$ cat config.mk
export PLATFORM = sky130hd
export DESIGN_NAME = uart_tx_serializer
export DESIGN_NICKNAME = d
export VERILOG_FILES = /design/src/rtl/uart_defines.sv /design/src/rtl/uart_tx_serializer.sv
export SDC_FILE = /design/constraint.sdc
export NUM_CORES = 1
export LEC_CHECK = 0
export ABC_AREA = 1
export BUFFER_PORTS_ARGS = -buffer_cell sky130_fd_sc_hd__buf_2
export CORE_MARGIN = 4
export CORE_UTILIZATION = 30
export CTS_BUF_LIST = sky130_fd_sc_hd__clkbuf_16
export CTS_CLUSTER_DIAMETER = 50
export CTS_CLUSTER_SIZE = 10
export DETAILED_ROUTE_END_ITERATION = 7
export SLEW_MARGIN = 30
export SYNTH_ARGS = -nofsm -noshare
export SYNTH_HDL_FRONTEND = slang
export SYNTH_SLANG_ARGS = --single-unit
$ cat constraint.sdc
create_clock -name clk -period 2 [get_ports clk]
set_input_delay 0.2 -clock clk [delete_from_list [all_inputs] [get_ports clk]]
set_output_delay 0.2 -clock clk [all_outputs]
set_load 0.01 [all_outputs]
$ cat src/rtl/uart_defines.sv
// Shared definitions for the UART16550 transmit path: state encoding,
// word-length codes, default bit timing and the data-parity helper.
package uart_defines;

  localparam int TICKS_PER_BIT_DEF = 16;

  typedef enum logic [2:0] {
    TX_IDLE   = 3'd0,
    TX_START  = 3'd1,
    TX_DATA   = 3'd2,
    TX_PARITY = 3'd3,
    TX_STOP   = 3'd4
  } tx_state_e;

  // LCR[1:0] word-length codes
  localparam logic [1:0] WLS_5 = 2'd0;
  localparam logic [1:0] WLS_6 = 2'd1;
  localparam logic [1:0] WLS_7 = 2'd2;
  localparam logic [1:0] WLS_8 = 2'd3;

  // Index of the last data bit sent for a given word-length code.
  function automatic logic [2:0] data_last_idx(input logic [1:0] word_len);
    logic [2:0] idx;
    case (word_len)
      WLS_5:   idx = 3'd4;
      WLS_6:   idx = 3'd5;
      WLS_7:   idx = 3'd6;
      default: idx = 3'd7;
    endcase
    return idx;
  endfunction

  // XOR over the data bits actually transmitted.
  function automatic logic data_xor(input logic [7:0] data, input logic [1:0] word_len);
    logic acc;
    acc = 1'b0;
    for (int i = 0; i < 8; i++) begin
      if (3'(i) <= data_last_idx(word_len)) acc = acc ^ data[i];
    end
    return acc;
  endfunction

endpackage

$ cat src/rtl/uart_tx_serializer.sv
// UART transmit serializer: pops bytes from the TX FIFO and frames them as
// start / 5-8 data bits LSB first / optional parity / 1, 1.5 or 2 stop bits.
module uart_tx_serializer
  import uart_defines::*;
#(
  parameter int TICKS_PER_BIT = TICKS_PER_BIT_DEF  // even, >= 4
) (
  input  logic       clk,
  input  logic       wb_rst_i,
  input  logic       enable,
  input  logic [1:0] word_len,
  input  logic       stop_bits,
  input  logic       parity_en,
  input  logic       even_parity,
  input  logic       stick_parity,
  input  logic       break_ctrl,
  input  logic [7:0] tf_data_i,
  input  logic       tf_empty_i,
  output logic       tf_pop_o,
  output logic       stx_pad_o,
  output logic       tx_busy_o,
  output logic       tx_idle_o
);

  localparam int TW = $clog2(2 * TICKS_PER_BIT);
  localparam logic [TW-1:0] BIT_LAST    = TW'(TICKS_PER_BIT - 1);
  localparam logic [TW-1:0] STOP15_LAST = TW'(3 * TICKS_PER_BIT / 2 - 1);
  localparam logic [TW-1:0] STOP2_LAST  = TW'(2 * TICKS_PER_BIT - 1);

  tx_state_e     state_reg;
  logic [TW-1:0] tick_cnt_reg;
  logic [2:0]    bit_cnt_reg;
  logic [7:0]    shift_reg;
  logic [1:0]    word_len_reg;
  logic          stop_bits_reg;
  logic          parity_en_reg;
  logic          parity_bit_reg;
  logic          pop_reg;
  logic          stx_reg;

  logic [TW-1:0] tick_last;
  logic          bit_end;
  logic          line_next;
  logic          parity_next;

  always_comb begin
    tick_last = BIT_LAST;
    if (state_reg == TX_STOP && stop_bits_reg) begin
      tick_last = (word_len_reg == WLS_5) ? STOP15_LAST : STOP2_LAST;
    end
    bit_end = enable && (tick_cnt_reg == tick_last);

    case (state_reg)
      TX_START:  line_next = 1'b0;
      TX_DATA:   line_next = shift_reg[0];
      TX_PARITY: line_next = parity_bit_reg;
      default:   line_next = 1'b1;
    endcase
    if (break_ctrl) line_next = 1'b0;

    // The parity bit is fixed at latch time so later LCR writes cannot alter it.
    parity_next = stick_parity ? ~even_parity
                               : (data_xor(tf_data_i, word_len) ^ ~even_parity);
  end

  always_ff @(posedge clk) begin
    if (wb_rst_i) begin
      state_reg      <= TX_IDLE;
      tick_cnt_reg   <= '0;
      bit_cnt_reg    <= '0;
      shift_reg      <= '0;
      word_len_reg   <= '0;
      stop_bits_reg  <= 1'b0;
      parity_en_reg  <= 1'b0;
      parity_bit_reg <= 1'b0;
      pop_reg        <= 1'b0;
      stx_reg        <= 1'b1;
    end else begin
      pop_reg <= 1'b0;
      stx_reg <= line_next;
      if (state_reg == TX_IDLE) begin
        tick_cnt_reg <= '0;
        if (!tf_empty_i) begin
          pop_reg        <= 1'b1;
          shift_reg      <= tf_data_i;
          word_len_reg   <= word_len;
          stop_bits_reg  <= stop_bits;
          parity_en_reg  <= parity_en;
          parity_bit_reg <= parity_next;
          state_reg      <= TX_START;
        end
      end else if (enable) begin
        if (!bit_end) begin
          tick_cnt_reg <= tick_cnt_reg + TW'(1);
        end else begin
          tick_cnt_reg <= '0;
          case (state_reg)
            TX_START: begin
              bit_cnt_reg <= '0;
              state_reg   <= TX_DATA;
            end
            TX_DATA: begin
              shift_reg   <= {1'b0, shift_reg[7:1]};
              bit_cnt_reg <= bit_cnt_reg + 3'd1;
              if (bit_cnt_reg == data_last_idx(word_len_reg)) begin
                state_reg <= parity_en_reg ? TX_PARITY : TX_STOP;
              end
            end
            TX_PARITY: state_reg <= TX_STOP;
            default:   state_reg <= TX_IDLE;
          endcase
        end
      end
    end
  end

  assign tf_pop_o  = pop_reg;
  assign stx_pad_o = stx_reg;
  assign tx_busy_o = (state_reg != TX_IDLE);
  assign tx_idle_o = (state_reg == TX_IDLE) && tf_empty_i;

endmodule

==> flow_summary_export.csv <==
group,metric,value,unit
floorplan,die_area,6150,sq um
timing,finalHoldViolations,0,
place,portBuffers,22,
grt,grt_max_degree,16,
clocking,cts.repair.resized,0,
timing,setup_viol,0,
routing,avgViaCountPerCell,4.369,
clocking,cts.sinks,26,
routing,wirelength,3070,um
final_layout,final_common_cell,"nand2_1",
floorplan,die_w,78.42,um
critical_path,rr_startpoint,"state_reg[1]",
grt,first_global_vias,1297,
clocking,clk_path_buf_depth,2,
run_status,status,"finished, final reports clean",
yosys,synth_nets,245,
critical_path,path_class,"reg -> reg",
critical_path,worstSetupEndpoint,"shift_reg[5]",
timing,post-route-min-period,1.720,ns
floorplan,design.core.area,4755,sq um
grt,grt_pass1_wl,5478,um
worst_hold_path,min_path_type,"in -> reg",
final_layout,final_cell_mix,"63 x nand2_1, 26 x inv_1, 26 x nor2_1, 26 x dfxtp_1, 22 x buf_2",
pwr,swShare,34.32,%
clocking,holdBufCountCts,0,
routing,dr.pass1.iters,4,
timing,drv_slew,0,
timing,max_slew.worst_pin.slew,0.4050,ns
final_layout,layout.nets,269,
timing,fmax,581.3,MHz
clocking,root_buffer,"clkbuf_16",
job,max_cap_violations,0,
critical_path,r2r_cells,11,
grt,grt_antenna_before_repair,0,
critical_path,critical_path.max_fanout,15,
critical_path,startpoint_type,"register",
critical_path,r2r_end,"shift_reg[5]",
timing,fin_crit_sh,86.02,%
yosys,ys_seq_elements,26,
pwr,power,1.582,mW
yosys,ys_types,26,
clocking,tritoncts,"yes",
critical_path,required,2.20,ns
critical_path,worst_ep_arrival_time,1.92,ns
yosys,ys_seq_area_share,34.99,%
pwr,seqPwrFrac,40.5,%
grt,track_usage,10.87,%
pwr,clkPwrFrac,28.4,%
yosys,syn_area,1488,sq um
routing,drtAntennaViolNets,0,
critical_path,startpoint,"state_reg[1]",
routing,drtIter0Drc,30,
floorplan,io_pins,23,
final_layout,largest_reg_flops,8,
critical_path,reg2reg_slack,0.28,ns
timing,relSlewSlack,72.97,%
routing,wl_per_cell,9.777,um
place,post-place-ws,0.2085,ns
pwr,vdd_ir_drop_max,0.3885,mV
timing,tns,0,ns
clocking,clock_latency,0.26,ns
floorplan,die_h,78.42,um
floorplan,num_rows,25,
place,gp_congestion,0.7579,
timing,rsz0062_at_grt,"false",
pwr,p_sw,542.9,uW
pwr,p_leak,0.8173,nW
final_layout,antenna_cells,0,
routing,dr_total_vias,1372,
clocking,numCtsBuffers,3,
pwr,p_int,1.039,mW
grt,overflow,0,
final_layout,drive_above_1_share,17.81,%
clocking,path_clk_slew,0.06,ns
routing,post-route-drc-count,0,
clocking,h-tree-depth,1,
yosys,yosysWarnings,0,
pwr,pwr-share-comb,31.1,%
floorplan,start_util,31.29,%
final_layout,area_delta_synth_final,17.07,%
clocking,postCtsSetupBuffers,0,
critical_path,critPathCaptureType,"register",
yosys,syn-mean-instance-area,6.641,sq um
place,place_hpwl,2426,um
pwr,power_density,908.1,nW/um^2
yosys,netlist_instances,224,
timing,skew,0.002109,ns
timing,final_critical_path_setup_slack,0.2796,ns
-- worst min path at each step --
stage	cells past startpoint	start	endpoint
after global routing	3	stop_bits	stop_bits_reg
after global placement	3	stop_bits	stop_bits_reg
after CTS	3	stop_bits	stop_bits_reg
after detailed placement	3	stop_bits	stop_bits_reg
final	3	stop_bits	stop_bits_reg
after floorplan	2	tf_data_i[7]	shift_reg[7]
-- cells by family (layout without fill, tap and decap cells) --
| kind of cell | after synthesis | in the layout | synth area share, % |
|---|---|---|---|
| buffers and inverters | 35 | 58 | 9.924 |
| flip-flops | 26 | 26 | 34.99 |
| AND/OR/NAND/NOR | 124 | 124 | 38.86 |
| XOR/XNOR | 4 | 4 | 2.355 |
| adder cells (fa/ha/maj) | 2 | 2 | 1.682 |
| AO/OA/AOI/OAI | 33 | 33 | 12.20 |
-- critical path, cell delays in order (launching register included) --
cell,delay (ns)
dfxtp_1,0.39
nor2_4,0.14
inv_2,0.05
nor2_4,0.14
inv_2,0.14
nor2_4,0.19
inv_2,0.10
nand2_4,0.15
inv_2,0.08
nor2_8,0.13
nor2_1,0.05
nor2_1,0.08
-- cells in the mapped netlist --
cell / instances / area share (%)
buf_1: 1 / 0.25
nor2_2: 3 / 1.3
o221ai_1: 1 / 0.59
nor3_1: 2 / 0.67
nand3_2: 1 / 0.67
a31o_2: 1 / 0.59
xnor2_1: 1 / 0.59
a21oi_2: 2 / 1.2
and3_1: 1 / 0.42
o21ai_0: 13 / 4.4
xor2_1: 3 / 1.8
nand3b_1: 7 / 3.5
nor2_8: 1 / 1.3
nor2_1: 26 / 6.6
nor2_4: 4 / 3.0
dfxtp_1: 26 / 35
o22ai_1: 1 / 0.42
nand3_1: 15 / 5.0
buf_2: 1 / 0.34
inv_2: 5 / 1.3
nand2_1: 63 / 16
nand2_2: 1 / 0.42
buf_6: 2 / 1.5
ha_1: 2 / 1.7
a21oi_1: 15 / 5.0
inv_1: 26 / 6.6
-- cell type report --
type                            instances  area [sq um]
Clock buffer                            3         75.07
Clock inverter                          1         3.754
Fill cell                             511          3013
Inverter                               31         116.4
Multi-Input combinational cell        163         824.5
Sequential cell                        26         520.5
Tap cell                               67         83.83
Timing Repair Buffer                   23         117.6
-- stage by stage --
step | area [sq um] | hold WS, ns | std cells | util [%]
finish | 1742 | 0.1677 | 314 | 36.63
global route | 1742 | 0.1828 | 314 | 36.63
CTS | 1737 | 0.1647 | 314 | 36.53
detailed placement | 1658 | 0.4370 | 310 | 34.87
global placement | 1658 | 0.4312 | 310 | 34.87
floorplan | 1488 | 0.3127 | 224 | -
-- power groups by stage --
stage | clock [mW] | sequential, mW | combinational [mW]
global route | 0.480 | 0.650 | 0.566
CTS | 0.461 | 0.640 | 0.494
floorplan | 0 | 0.643 | 0.387
detailed placement | 0 | 0.650 | 0.491
global placement | 0 | 0.652 | 0.488
finish | 0.449 | 0.640 | 0.492
-- per-layer routing --
layer  vias to the layer above  GRT usage (%)  part of all wire, %
met2                        21          18.49                   45
met3                         5          2.408                  3.7
li1                        760              -                    -
met4                         0          3.147                  1.2
met5                         -              0                    0
met1                       586          13.74                   50
Note: power is estimated with default switching activity, not from simulation.
